**config.mk**
```make
export PLATFORM = sky130hd
export DESIGN_NAME = mem_port_arbiter_flat
export DESIGN_NICKNAME = d
export VERILOG_FILES = /design/src/rtl/mem_port_arbiter_if.sv /design/src/rtl/mem_port_arbiter.sv /design/src/flat_wrapper.sv
export SDC_FILE = /design/constraint.sdc
export NUM_CORES = 1
export LEC_CHECK = 0
export ABC_AREA = 0
export BUFFER_PORTS_ARGS = -buffer_cell sky130_fd_sc_hd__buf_2
export CELL_PAD_IN_SITES_DETAIL_PLACEMENT = 1
export CELL_PAD_IN_SITES_GLOBAL_PLACEMENT = 1
export CORE_AREA = 4 4 133 135
export CTS_CLUSTER_SIZE = 12
export DETAILED_ROUTE_END_ITERATION = 6
export DIE_AREA = 0 0 137 139
export PLACE_DENSITY = 0.81
export SYNTH_ARGS = -nofsm -noshare
export SYNTH_HDL_FRONTEND = slang
export SYNTH_SLANG_ARGS = --single-unit
```
**constraint.sdc**
```tcl
create_clock -name i_clk -period 2.9 [get_ports i_clk]
set_clock_uncertainty 0.2 [all_clocks]
set_input_delay 0.29 -clock i_clk [delete_from_list [all_inputs] [get_ports i_clk]]
set_output_delay 0.29 -clock i_clk [all_outputs]
set_load 0.02 [all_outputs]
```
**src/rtl/mem_port_arbiter_if.sv**
```systemverilog
// Bundle of the fetch, load/store and memory-side signals of mem_port_arbiter.
// slave: the arbiter's view. master: the requester/memory environment's view.
interface mem_port_arbiter_if;
  // Fetch requester
  logic        i_if_req;
  logic [31:0] i_if_addr;
  logic        o_if_ack;
  logic        o_if_rvalid;
  logic [31:0] o_if_rdata;
  logic        o_pc_hold;
  // Load/store requester
  logic        i_d_req;
  logic [31:0] i_d_addr;
  logic        i_d_wen;
  logic [31:0] i_d_wdata;
  logic [3:0]  i_d_wmask;
  logic        o_d_ack;
  logic        o_d_rvalid;
  logic [31:0] o_d_rdata;
  // Memory
  logic        o_mem_req;
  logic [31:0] o_mem_addr;
  logic        o_mem_wen;
  logic [31:0] o_mem_wdata;
  logic [3:0]  o_mem_wmask;
  logic        i_mem_gnt;
  logic        i_mem_rvalid;
  logic [31:0] i_mem_rdata;
  // Status
  logic        o_err;
  logic [31:0] o_perf_if_stall;
  logic [31:0] o_perf_d_grants;

  modport slave (
    input  i_if_req, i_if_addr,
    output o_if_ack, o_if_rvalid, o_if_rdata, o_pc_hold,
    input  i_d_req, i_d_addr, i_d_wen, i_d_wdata, i_d_wmask,
    output o_d_ack, o_d_rvalid, o_d_rdata,
    output o_mem_req, o_mem_addr, o_mem_wen, o_mem_wdata, o_mem_wmask,
    input  i_mem_gnt, i_mem_rvalid, i_mem_rdata,
    output o_err, o_perf_if_stall, o_perf_d_grants
  );

  modport master (
    output i_if_req, i_if_addr,
    input  o_if_ack, o_if_rvalid, o_if_rdata, o_pc_hold,
    output i_d_req, i_d_addr, i_d_wen, i_d_wdata, i_d_wmask,
    input  o_d_ack, o_d_rvalid, o_d_rdata,
    input  o_mem_req, o_mem_addr, o_mem_wen, o_mem_wdata, o_mem_wmask,
    output i_mem_gnt, i_mem_rvalid, i_mem_rdata,
    input  o_err, o_perf_if_stall, o_perf_d_grants
  );
endinterface

```
**src/rtl/mem_port_arbiter.sv**
```systemverilog
// Shares one single-ported, variable-latency memory between instruction fetch
// and load/store, one outstanding access at a time, data-over-fetch priority
// with a bounded data streak, and a response timeout.
// Optional performance counters are built when MEM_ARB_PERF_EN is defined.
module mem_port_arbiter #(
  parameter int unsigned DATA_MAX_CONSEC = 4,
  parameter int unsigned TIMEOUT         = 255,
  parameter logic [31:0] ERR_DATA        = 32'h00000013
) (
  input logic               i_clk,
  input logic               i_rst_n,
  mem_port_arbiter_if.slave bus
);

  localparam int unsigned CONSEC_W = 4;
  localparam int unsigned TO_W     = (TIMEOUT > 1) ? $clog2(TIMEOUT + 1) : 1;

  typedef enum logic [1:0] {IDLE = 2'd0, REQ = 2'd1, RSP = 2'd2} state_t;

  typedef struct packed {
    logic [31:0] addr;
    logic        wen;
    logic [31:0] wdata;
    logic [3:0]  wmask;
  } mem_cmd_t;

  state_t              state_q, state_d;
  logic                owner_d_q, owner_d_d;   // 1 = load/store owns the access
  logic [CONSEC_W-1:0] consec_q, consec_d;
  logic [TO_W-1:0]     tmo_q, tmo_d;
  mem_cmd_t            cmd_q, cmd_d;

  logic        arb_en, data_win, starve;
  logic        if_ack, d_ack, rsp_done, timeout_hit;
  logic        if_rvalid, d_rvalid, pc_hold;
  logic [31:0] rsp_data;

  // Fetch is forced through once the data streak reaches its bound
  assign starve   = bus.i_if_req && (consec_q == CONSEC_W'(DATA_MAX_CONSEC));
  assign data_win = bus.i_d_req && !starve;

  // Next-state, arbitration and command latch
  always_comb begin
    state_d     = state_q;
    owner_d_d   = owner_d_q;
    consec_d    = consec_q;
    tmo_d       = tmo_q;
    cmd_d       = cmd_q;
    arb_en      = 1'b0;
    if_ack      = 1'b0;
    d_ack       = 1'b0;
    rsp_done    = 1'b0;
    timeout_hit = 1'b0;

    case (state_q)
      IDLE: arb_en = 1'b1;
      REQ: begin
        if (bus.i_mem_gnt) begin
          state_d = RSP;
          tmo_d   = '0;
        end
      end
      RSP: begin
        if (bus.i_mem_rvalid) begin
          rsp_done = 1'b1;
          arb_en   = 1'b1;
          state_d  = IDLE;
        end else if ((TIMEOUT != 0) && (tmo_q == TO_W'(TIMEOUT - 32'd1))) begin
          timeout_hit = 1'b1;
          state_d     = IDLE;
        end else begin
          tmo_d = tmo_q + TO_W'(1);
        end
      end
      default: state_d = IDLE;
    endcase

    if (arb_en) begin
      if (data_win) begin
        d_ack     = 1'b1;
        state_d   = REQ;
        owner_d_d = 1'b1;
        cmd_d     = '{addr: bus.i_d_addr, wen: bus.i_d_wen,
                      wdata: bus.i_d_wdata, wmask: bus.i_d_wmask};
        if (!bus.i_if_req) begin
          consec_d = '0;
        end else if (consec_q != CONSEC_W'(DATA_MAX_CONSEC)) begin
          consec_d = consec_q + CONSEC_W'(1);
        end
      end else if (bus.i_if_req) begin
        if_ack    = 1'b1;
        state_d   = REQ;
        owner_d_d = 1'b0;
        consec_d  = '0;
        cmd_d     = '{addr: bus.i_if_addr, wen: 1'b0, wdata: 32'd0, wmask: 4'd0};
      end
    end
  end

  // State and command registers; reset abandons any in-flight access
  always_ff @(posedge i_clk or negedge i_rst_n) begin
    if (!i_rst_n) begin
      state_q   <= IDLE;
      owner_d_q <= 1'b0;
      consec_q  <= '0;
      tmo_q     <= '0;
      cmd_q     <= '0;
    end else begin
      state_q   <= state_d;
      owner_d_q <= owner_d_d;
      consec_q  <= consec_d;
      tmo_q     <= tmo_d;
      cmd_q     <= cmd_d;
    end
  end

  assign rsp_data  = timeout_hit ? ERR_DATA : bus.i_mem_rdata;
  assign if_rvalid = (rsp_done || timeout_hit) && !owner_d_q;
  assign d_rvalid  = (rsp_done || timeout_hit) && owner_d_q;
  assign pc_hold   = bus.i_if_req && !if_rvalid;

  assign bus.o_if_ack    = if_ack;
  assign bus.o_if_rvalid = if_rvalid;
  assign bus.o_if_rdata  = if_rvalid ? rsp_data : 32'd0;
  assign bus.o_pc_hold   = pc_hold;
  assign bus.o_d_ack     = d_ack;
  assign bus.o_d_rvalid  = d_rvalid;
  assign bus.o_d_rdata   = d_rvalid ? rsp_data : 32'd0;
  assign bus.o_mem_req   = (state_q == REQ);
  assign bus.o_mem_addr  = cmd_q.addr;
  assign bus.o_mem_wen   = cmd_q.wen;
  assign bus.o_mem_wdata = cmd_q.wdata;
  assign bus.o_mem_wmask = cmd_q.wmask;
  assign bus.o_err       = timeout_hit;

`ifdef MEM_ARB_PERF_EN
  logic [31:0] perf_stall_q, perf_dg_q;

  // Fetch stall cycles and data grants, wrapping modulo 2^32
  always_ff @(posedge i_clk or negedge i_rst_n) begin
    if (!i_rst_n) begin
      perf_stall_q <= 32'd0;
      perf_dg_q    <= 32'd0;
    end else begin
      if (pc_hold) perf_stall_q <= perf_stall_q + 32'd1;
      if (d_ack)   perf_dg_q    <= perf_dg_q + 32'd1;
    end
  end

  assign bus.o_perf_if_stall = perf_stall_q;
  assign bus.o_perf_d_grants = perf_dg_q;
`else
  assign bus.o_perf_if_stall = 32'd0;
  assign bus.o_perf_d_grants = 32'd0;
`endif

endmodule

```
**src/flat_wrapper.sv**
```systemverilog
// flat-port wrapper written by rule: the top's interface ports become plain ports
module mem_port_arbiter_flat 
#(
  parameter int unsigned DATA_MAX_CONSEC = 4,
  parameter int unsigned TIMEOUT         = 255,
  parameter logic [31:0] ERR_DATA        = 32'h00000013
)
  (i_clk, i_rst_n, bus_i_if_req, bus_i_if_addr, bus_o_if_ack, bus_o_if_rvalid, bus_o_if_rdata, bus_o_pc_hold, bus_i_d_req, bus_i_d_addr, bus_i_d_wen, bus_i_d_wdata, bus_i_d_wmask, bus_o_d_ack, bus_o_d_rvalid, bus_o_d_rdata, bus_o_mem_req, bus_o_mem_addr, bus_o_mem_wen, bus_o_mem_wdata, bus_o_mem_wmask, bus_i_mem_gnt, bus_i_mem_rvalid, bus_i_mem_rdata, bus_o_err, bus_o_perf_if_stall, bus_o_perf_d_grants);
  mem_port_arbiter_if bus_i ();
  input logic i_clk;
  input logic i_rst_n;
  input wire logic [$bits(bus_i.i_if_req)-1:0] bus_i_if_req;
  input wire logic [$bits(bus_i.i_if_addr)-1:0] bus_i_if_addr;
  output wire logic [$bits(bus_i.o_if_ack)-1:0] bus_o_if_ack;
  output wire logic [$bits(bus_i.o_if_rvalid)-1:0] bus_o_if_rvalid;
  output wire logic [$bits(bus_i.o_if_rdata)-1:0] bus_o_if_rdata;
  output wire logic [$bits(bus_i.o_pc_hold)-1:0] bus_o_pc_hold;
  input wire logic [$bits(bus_i.i_d_req)-1:0] bus_i_d_req;
  input wire logic [$bits(bus_i.i_d_addr)-1:0] bus_i_d_addr;
  input wire logic [$bits(bus_i.i_d_wen)-1:0] bus_i_d_wen;
  input wire logic [$bits(bus_i.i_d_wdata)-1:0] bus_i_d_wdata;
  input wire logic [$bits(bus_i.i_d_wmask)-1:0] bus_i_d_wmask;
  output wire logic [$bits(bus_i.o_d_ack)-1:0] bus_o_d_ack;
  output wire logic [$bits(bus_i.o_d_rvalid)-1:0] bus_o_d_rvalid;
  output wire logic [$bits(bus_i.o_d_rdata)-1:0] bus_o_d_rdata;
  output wire logic [$bits(bus_i.o_mem_req)-1:0] bus_o_mem_req;
  output wire logic [$bits(bus_i.o_mem_addr)-1:0] bus_o_mem_addr;
  output wire logic [$bits(bus_i.o_mem_wen)-1:0] bus_o_mem_wen;
  output wire logic [$bits(bus_i.o_mem_wdata)-1:0] bus_o_mem_wdata;
  output wire logic [$bits(bus_i.o_mem_wmask)-1:0] bus_o_mem_wmask;
  input wire logic [$bits(bus_i.i_mem_gnt)-1:0] bus_i_mem_gnt;
  input wire logic [$bits(bus_i.i_mem_rvalid)-1:0] bus_i_mem_rvalid;
  input wire logic [$bits(bus_i.i_mem_rdata)-1:0] bus_i_mem_rdata;
  output wire logic [$bits(bus_i.o_err)-1:0] bus_o_err;
  output wire logic [$bits(bus_i.o_perf_if_stall)-1:0] bus_o_perf_if_stall;
  output wire logic [$bits(bus_i.o_perf_d_grants)-1:0] bus_o_perf_d_grants;
  assign bus_i.i_if_req = bus_i_if_req;
  assign bus_i.i_if_addr = bus_i_if_addr;
  assign bus_o_if_ack = bus_i.o_if_ack;
  assign bus_o_if_rvalid = bus_i.o_if_rvalid;
  assign bus_o_if_rdata = bus_i.o_if_rdata;
  assign bus_o_pc_hold = bus_i.o_pc_hold;
  assign bus_i.i_d_req = bus_i_d_req;
  assign bus_i.i_d_addr = bus_i_d_addr;
  assign bus_i.i_d_wen = bus_i_d_wen;
  assign bus_i.i_d_wdata = bus_i_d_wdata;
  assign bus_i.i_d_wmask = bus_i_d_wmask;
  assign bus_o_d_ack = bus_i.o_d_ack;
  assign bus_o_d_rvalid = bus_i.o_d_rvalid;
  assign bus_o_d_rdata = bus_i.o_d_rdata;
  assign bus_o_mem_req = bus_i.o_mem_req;
  assign bus_o_mem_addr = bus_i.o_mem_addr;
  assign bus_o_mem_wen = bus_i.o_mem_wen;
  assign bus_o_mem_wdata = bus_i.o_mem_wdata;
  assign bus_o_mem_wmask = bus_i.o_mem_wmask;
  assign bus_i.i_mem_gnt = bus_i_mem_gnt;
  assign bus_i.i_mem_rvalid = bus_i_mem_rvalid;
  assign bus_i.i_mem_rdata = bus_i_mem_rdata;
  assign bus_o_err = bus_i.o_err;
  assign bus_o_perf_if_stall = bus_i.o_perf_if_stall;
  assign bus_o_perf_d_grants = bus_i.o_perf_d_grants;
  mem_port_arbiter #(.DATA_MAX_CONSEC(DATA_MAX_CONSEC), .TIMEOUT(TIMEOUT), .ERR_DATA(ERR_DATA)) u_core (.i_clk(i_clk), .i_rst_n(i_rst_n), .bus(bus_i));
endmodule
```
==> metrics.json, run 1 <==
{
  "synth": {
    "ys_seq_elements": 84,
    "dominant_synthesized_flop_cell": "sky130_fd_sc_hd__dfrtp_1",
    "synth_seq_area_share_pct": 46.1,
    "yosysWarningCount": 0,
    "post_synth.cell_area_avg_um2": 9.20,
    "async_reset_ff_share_pct": 100,
    "number_of_synthesized_flops_with_an_enable_pin": 0,
    "synth_area_mm2": 0.00456,
    "synth_instances": 496,
    "synth.lib_cells_used.distinct": 33
  },
  "cells_and_area": {
    "final_cell_mix": "sky130_fd_sc_hd__buf_2, sky130_fd_sc_hd__dfrtp_1, sky130_fd_sc_hd__a21oi_1",
    "register_cell_area_after_layout_mm2": 0.00210,
    "final_nets": 980,
    "fill_cells": 2028,
    "final_antenna_diode_count": 0,
    "layout_commonest_cell": "sky130_fd_sc_hd__buf_2",
    "multi_input_gate_area_mm2": 0.00206,
    "area_growth_syn_to_layout_pct": 52.7,
    "drive_gt1_share_pct": 37.5,
    "final_area_mm2": 0.00697
  },
  "critical_path": {
    "critical_path_buf_inv_count": 2,
    "timing.critical_path.from_type": "flip-flop",
    "cp_data_arrival_time_ns": 2.19,
    "critical-path-top-delay-family": "simple AND/OR/NAND/NOR gates",
    "r2r.worst_path.cells": 7,
    "timing.critical_path.required_ns": 2.41,
    "critical_path.slowest_cell": "sky130_fd_sc_hd__dfrtp_1",
    "worst_setup_path_end_kind": "output port",
    "path_cells": "inv_1 > ha_1 > and3_1 > and3_1 > nand2_1 > a21oi_1 > buf_2",
    "critPathMostFrequentCell": "sky130_fd_sc_hd__and3_1",
    "regToRegSetupSlack_ns": 0.54,
    "setup.worst_path.class": "reg -> out",
    "cp_slowest_stage_delay_ns": 0.42,
    "path_depth": 7,
    "worstPathMaxFanout": 6
  },
  "min_path": {
    "hold_class": "in -> reg",
    "timing.hold.worst_path_depth": 3
  },
  "timing": {
    "timing_worst_slew_pin_value_ns": 0.943,
    "period_minus_slack_ns": 2.68,
    "max_freq_mhz": 374,
    "hold_viol": 0,
    "setup_total_negative_slack_ns": 0,
    "setup_violations": 0,
    "slew_headroom_pct": 37.1,
    "fin_worst_hold_slack_ns": 0.0403,
    "rsz0062_at_grt": "false",
    "slew_viol_final": 0,
    "timing.final.crit_share_pct": 92.2
  },
  "clock_network": {
    "cts_buffer_depth": 2,
    "h-tree-depth": 3,
    "clkLatencyLatePin_ns": 0.34,
    "cts_sinks": 84,
    "cts_tree": "built",
    "clk_transition_reported_paths_ns": 0.06,
    "cts_buffers": 9,
    "clk_tree_root_cell": "sky130_fd_sc_hd__clkbuf_16",
    "post_cts.repair.setup_buffers": 0
  },
  "power": {
    "power.total_uw": 6160,
    "power_per_cell_area_mw_per_mm2": 885,
    "static-leakage-power_uw": 0.00377,
    "power.ir.vdd_worst_mv": 0.362
  },
  "floorplan": {
    "floorplan.io_pins": 343,
    "number_of_core_rows": 47,
    "die_h_um": 139,
    "initial_utilization_pct": 27.7,
    "die-width_um": 137,
    "core_footprint_mm2": 0.0165,
    "total_die_area_mm2": 0.0190
  },
  "global_routing": {
    "globalRoute.totalOverflow": 0,
    "via_count_of_the_first_global_routing_pass": 5146,
    "grt_first_pass_wirelength_um": 27500,
    "grt_antenna_before_repair": 0,
    "groute.usage.overall_pct": 18.3,
    "grt_start_max_net_pins": 49
  },
  "place": {
    "dpl.hpwl_um": 12800,
    "place.port_buffers": 278,
    "gp_congestion": 0.730,
    "cell_area_reported_after_detailed_placement_mm2": 0.00597
  },
  "detailed_routing": {
    "route.detailed.vias_per_inst": 4.47,
    "avgRoutedWirePerCell_um": 17.1,
    "first_iter_violations": 163,
    "dr.pass1.iters": 4,
    "wirelength_um": 18100,
    "detail-route-antenna-nets": 0,
    "route.vias.total": 4742,
    "detail_route.drc_violations": 0
  },
  "flow_run": {
    "max-cap-violations": 0
  },
  "status": {
    "outcome": "finished, final reports clean"
  }
}
tightest hold or removal path: stages:
cell and delay (ns):
sky130_fd_sc_hd__buf_2 0.09, sky130_fd_sc_hd__nand2b_1 0.10, sky130_fd_sc_hd__nand2_1 0.05
through the flow:
step                utilization [%]  setup WS (ns)  instances
finish                         42.3          0.225       1062
global route                   42.3         0.0763       1062
CTS                            42.3          0.208       1062
detailed placement             36.2          0.507        976
global placement               36.2          0.575        976
floorplan                         -          0.811        559
report_power, final:
| part | switching [uW] | total [uW] | internal, uW |
|---|---|---|---|
| Sequential | 333 | 2030 | 1700 |
| Clock | 495 | 1150 | 656 |
| Combinational | 1900 | 2980 | 1080 |
metal layers:
layer / vias up / share of wire, % / track usage (%)
li1: 2224 / - / -
met1: 2240 / 37 / 20.0
met2: 245 / 51 / 33.6
met3: 33 / 9.2 / 5.59
met4: 0 / 2.2 / 5.62
met5: - / 0 / 0
path summary, 6_finish.rpt:
| check | from | endpoint |
|---|---|---|
| worst max-delay path | u_core.tmo_q[0] | bus_o_d_rdata[1] |
| worst min-delay path | bus_i_mem_gnt | u_core.state_q[0] |
| max in group asynchronous | i_rst_n | u_core.bus.o_mem_wdata[22] |
| min in group asynchronous | i_rst_n | u_core.bus.o_mem_addr[18] |
| worst max register to register | u_core.consec_q[0] | u_core.bus.o_mem_addr[26] |
| worst min register to register | u_core.bus.o_mem_wdata[23] | u_core.bus.o_mem_wdata[23] |
sequential cells by signal, summed over array words and instances (netlist names):
name and cells:
u_core.bus.o_mem_wmask 4, u_core.bus.o_mem_addr 32, u_core.bus.o_mem_wen 1, u_core.state_q 2, u_core.owner_d_q 1, u_core.bus.o_mem_wdata 32, u_core.consec_q 4, u_core.tmo_q 8
area by class of cell:
cell class / count / share of cell area, %
timing repair buffer: 360 / 31.7
sequential: 84 / 30.2
multi-input combinational: 377 / 29.6
tap: 220 / 3.95
clock buffer: 12 / 3.83
clock inverter: 4 / 0.449
inverter: 5 / 0.269
synthesized netlist by cell type, types with 2 or more instances:
master	number	share of area, %
sky130_fd_sc_hd__dfrtp_1	84	46
sky130_fd_sc_hd__a21oi_1	71	7.8
sky130_fd_sc_hd__buf_4	65	11
sky130_fd_sc_hd__and2_1	60	8.2
sky130_fd_sc_hd__nand2_1	51	4.2
sky130_fd_sc_hd__nor2_1	40	3.3
sky130_fd_sc_hd__a22o_1	37	7.1
sky130_fd_sc_hd__clkbuf_1	16	1.3
sky130_fd_sc_hd__buf_2	8	0.88
sky130_fd_sc_hd__and3_1	7	0.96
sky130_fd_sc_hd__a31oi_1	6	0.82
sky130_fd_sc_hd__inv_1	5	0.41
sky130_fd_sc_hd__nand3_1	5	0.55
sky130_fd_sc_hd__buf_6	4	0.99
sky130_fd_sc_hd__ha_1	4	1.1
sky130_fd_sc_hd__o21ai_0	4	0.44
sky130_fd_sc_hd__mux2i_1	3	0.66
sky130_fd_sc_hd__nand2b_1	3	0.41
sky130_fd_sc_hd__nor3_1	3	0.33
sky130_fd_sc_hd__nor3_2	3	0.66
sky130_fd_sc_hd__a211oi_1	2	0.33
sky130_fd_sc_hd__nand4b_1	2	0.38
sky130_fd_sc_hd__nor2b_1	2	0.27
sky130_fd_sc_hd__or3_1	2	0.27
what timing repair did:
item | in CTS | in global routing
endpoints found under the hold margin | 116 | 0
hold buffers | 70 | 0
gates resized for setup | 0 | 0
cell families (layout without fill, tap and decap cells):
kind of cell	Yosys count	after routing	share of synthesized area, %
adders and majority gates	4	4	1.10
muxes	3	3	0.658
other	1	64	0.0822
DFF	84	84	46.1
and+or+nand+nor	182	182	20.5
AOI/OAI and AO/OA	124	124	17.3
buffers and inverters	98	381	14.3
Note: power is estimated with default switching activity, not from simulation.
==> run 2, diff against run 1 <==
--- a/config.mk
+++ b/config.mk
@@ -6,14 +6,14 @@
 export NUM_CORES = 1
 export LEC_CHECK = 0
 export ABC_AREA = 0
-export BUFFER_PORTS_ARGS = -buffer_cell sky130_fd_sc_hd__buf_2
 export CELL_PAD_IN_SITES_DETAIL_PLACEMENT = 1
 export CELL_PAD_IN_SITES_GLOBAL_PLACEMENT = 1
-export CORE_AREA = 4 4 133 135
+export CORE_AREA = 4 4 130 132
 export CTS_CLUSTER_SIZE = 12
 export DETAILED_ROUTE_END_ITERATION = 6
-export DIE_AREA = 0 0 137 139
-export PLACE_DENSITY = 0.81
+export DIE_AREA = 0 0 134 136
+export DONT_BUFFER_PORTS = 1
+export PLACE_DENSITY = 0.57
 export SYNTH_ARGS = -nofsm -noshare
 export SYNTH_HDL_FRONTEND = slang
 export SYNTH_SLANG_ARGS = --single-unit
==> metrics.json, run 2 (same netlist as run 1, synthesis figures left out) <==
{
  "timing": {
    "hold_viol": 0,
    "max_freq_mhz": 369,
    "setup_total_negative_slack_ns": 0,
    "period_minus_slack_ns": 2.71,
    "timing_worst_slew_pin_value_ns": 0.677,
    "setup_violations": 0,
    "rsz0062_at_grt": "false",
    "slew_headroom_pct": 54.9,
    "slew_viol_final": 0,
    "timing.final.crit_share_pct": 93.6,
    "post-route-worst-setup-slack_ns": 0.186
  },
  "critical_path": {
    "setup.worst_path.class": "reg -> reg",
    "timing.critical_path.from_type": "flip-flop",
    "timing.critical_path.required_ns": 2.97,
    "timing.rr.start": "u_core.consec_q[0]",
    "r2r.worst_path.cells": 8,
    "cp_data_arrival_time_ns": 2.78,
    "worstReg2RegEnd": "u_core.bus.o_mem_addr[3]",
    "worstPathMaxFanout": 22,
    "worst_setup_path_end_kind": "flip-flop",
    "regToRegSetupSlack_ns": 0.19
  },
  "floorplan": {
    "floorplan.io_pins": 343,
    "number_of_core_rows": 46,
    "die_h_um": 136,
    "total_die_area_mm2": 0.0182,
    "core_footprint_mm2": 0.0157,
    "initial_utilization_pct": 29.0,
    "die-width_um": 134
  },
  "place": {
    "gp_congestion": 0.738,
    "place.port_buffers": 0,
    "dp_worst_setup_slack_ns": 0.587,
    "dpl.hpwl_um": 11500
  },
  "cells_and_area": {
    "final_cell_mix": "sky130_fd_sc_hd__dlygate4sd3_1, sky130_fd_sc_hd__dfrtp_1, sky130_fd_sc_hd__a21oi_1",
    "final_nets": 733,
    "layout_commonest_cell": "sky130_fd_sc_hd__dlygate4sd3_1",
    "area_growth_syn_to_layout_pct": 29.5,
    "drive_gt1_share_pct": 6.05,
    "final_antenna_diode_count": 0
  },
  "global_routing": {
    "via_count_of_the_first_global_routing_pass": 4210,
    "grt_start_max_net_pins": 85,
    "globalRoute.totalOverflow": 0,
    "grt_antenna_before_repair": 0,
    "grt_first_pass_wirelength_um": 24100,
    "groute.usage.overall_pct": 17.0
  },
  "clock_network": {
    "cts_buffer_depth": 2,
    "cts_sinks": 84,
    "post_cts.repair.setup_buffers": 0,
    "clk_transition_reported_paths_ns": 0.06,
    "cts_tree": "built",
    "clkLatencyLatePin_ns": 0.33,
    "clk_tree_root_cell": "sky130_fd_sc_hd__clkbuf_16",
    "cts_buffers": 9,
    "h-tree-depth": 3
  },
  "min_path": {
    "timing.hold.worst_path_depth": 2,
    "hold_start": "bus_i_mem_gnt",
    "hold_class": "in -> reg",
    "hold-path-endpoint": "u_core.state_q[1]"
  },
  "detailed_routing": {
    "route.detailed.vias_per_inst": 4.77,
    "detail-route-antenna-nets": 0,
    "wirelength_um": 16200,
    "first_iter_violations": 161,
    "detail_route.drc_violations": 0,
    "avgRoutedWirePerCell_um": 19.9,
    "route.vias.total": 3868,
    "dr.pass1.iters": 4
  },
  "power": {
    "power.ir.vdd_worst_mv": 0.409,
    "power.total_uw": 6000,
    "power_per_cell_area_mw_per_mm2": 1020,
    "static-leakage-power_uw": 0.00266
  },
  "flow_run": {
    "max-cap-violations": 0
  },
  "status": {
    "outcome": "finished, final reports clean"
  }
}
run 2: changes by cell type in the layout (fill, tap and decap cells not counted), moves of 2 or more:
cell / previous run / this run
sky130_fd_sc_hd__buf_2: 277 / 0
sky130_fd_sc_hd__buf_4: 11 / 7
sky130_fd_sc_hd__clkbuf_8: 3 / 0
sky130_fd_sc_hd__dlygate4sd3_1: 70 / 104
sky130_fd_sc_hd__inv_8: 0 / 2
run 2: critical path: stages (launching register included):
cell and delay, ns:
sky130_fd_sc_hd__dfrtp_1 0.37, sky130_fd_sc_hd__inv_1 0.08, sky130_fd_sc_hd__ha_1 0.21, sky130_fd_sc_hd__nand4b_1 0.12
sky130_fd_sc_hd__and2_1 0.45, sky130_fd_sc_hd__buf_4 0.35, sky130_fd_sc_hd__a21oi_1 0.11, sky130_fd_sc_hd__a21oi_1 0.17
sky130_fd_sc_hd__dlygate4sd3_1 0.57
run 2: final cells by class:
class                           instances  area, um2
Fill cell                            1807       9800
Sequential cell                        84       2100
Multi-Input combinational cell        377       2070
Timing Repair Buffer                  113       1140
Tap cell                              216        270
Clock buffer                            9        225
Clock inverter                          7       82.6
Inverter                                5       18.8
run 2: worst max-delay path by stage:
stage / slack (ns) / to / startpoint
detailed placement: 0.59 / bus_o_pc_hold / u_core.tmo_q[0]
finish: 0.19 / u_core.bus.o_mem_addr[3] / u_core.consec_q[0]
global placement: 0.66 / bus_o_pc_hold / u_core.tmo_q[0]
global route: 0.005 / u_core.bus.o_mem_addr[3] / u_core.consec_q[0]
CTS: 0.14 / u_core.bus.o_mem_addr[15] / u_core.state_q[1]
floorplan: 0.81 / bus_o_pc_hold / u_core.tmo_q[0]
run 2: report_power, final:
part	internal (uW)	total, uW	leakage [uW]	switching, uW
logic	981	2020	0.00148	1040
registers	1690	2780	0.00103	1090
clock network	683	1200	0.000150	515
run 2: what timing repair did:
action	4_1_cts	5_1_grt
endpoints found under the setup margin	0	4
hold buffers	105	0
endpoints found under the hold margin	158	0
gates resized for setup	0	2
run 2: per-stage QoR:
stage | util, % | cell area [um2] | std cells | hold slack (ns)
2_1_floorplan | - | 4800 | 559 | -0.206
4_1_cts | 37.6 | 5900 | 811 | 0.0397
5_1_grt | 37.6 | 5910 | 811 | 0.0510
6_report | 37.6 | 5910 | 811 | 0.0484
3_3_place_gp | 28.8 | 4530 | 690 | -0.203
3_5_place_dp | 28.8 | 4530 | 690 | -0.203
run 2: metal layers:
metal | vias up | share of wire (%) | GRT usage [%]
met3 | 23 | 8.7 | 6.18
met2 | 206 | 55 | 32.1
met1 | 1910 | 35 | 17.5
met5 | - | 0 | 0
li1 | 1729 | - | -
met4 | 0 | 1.8 | 5.03
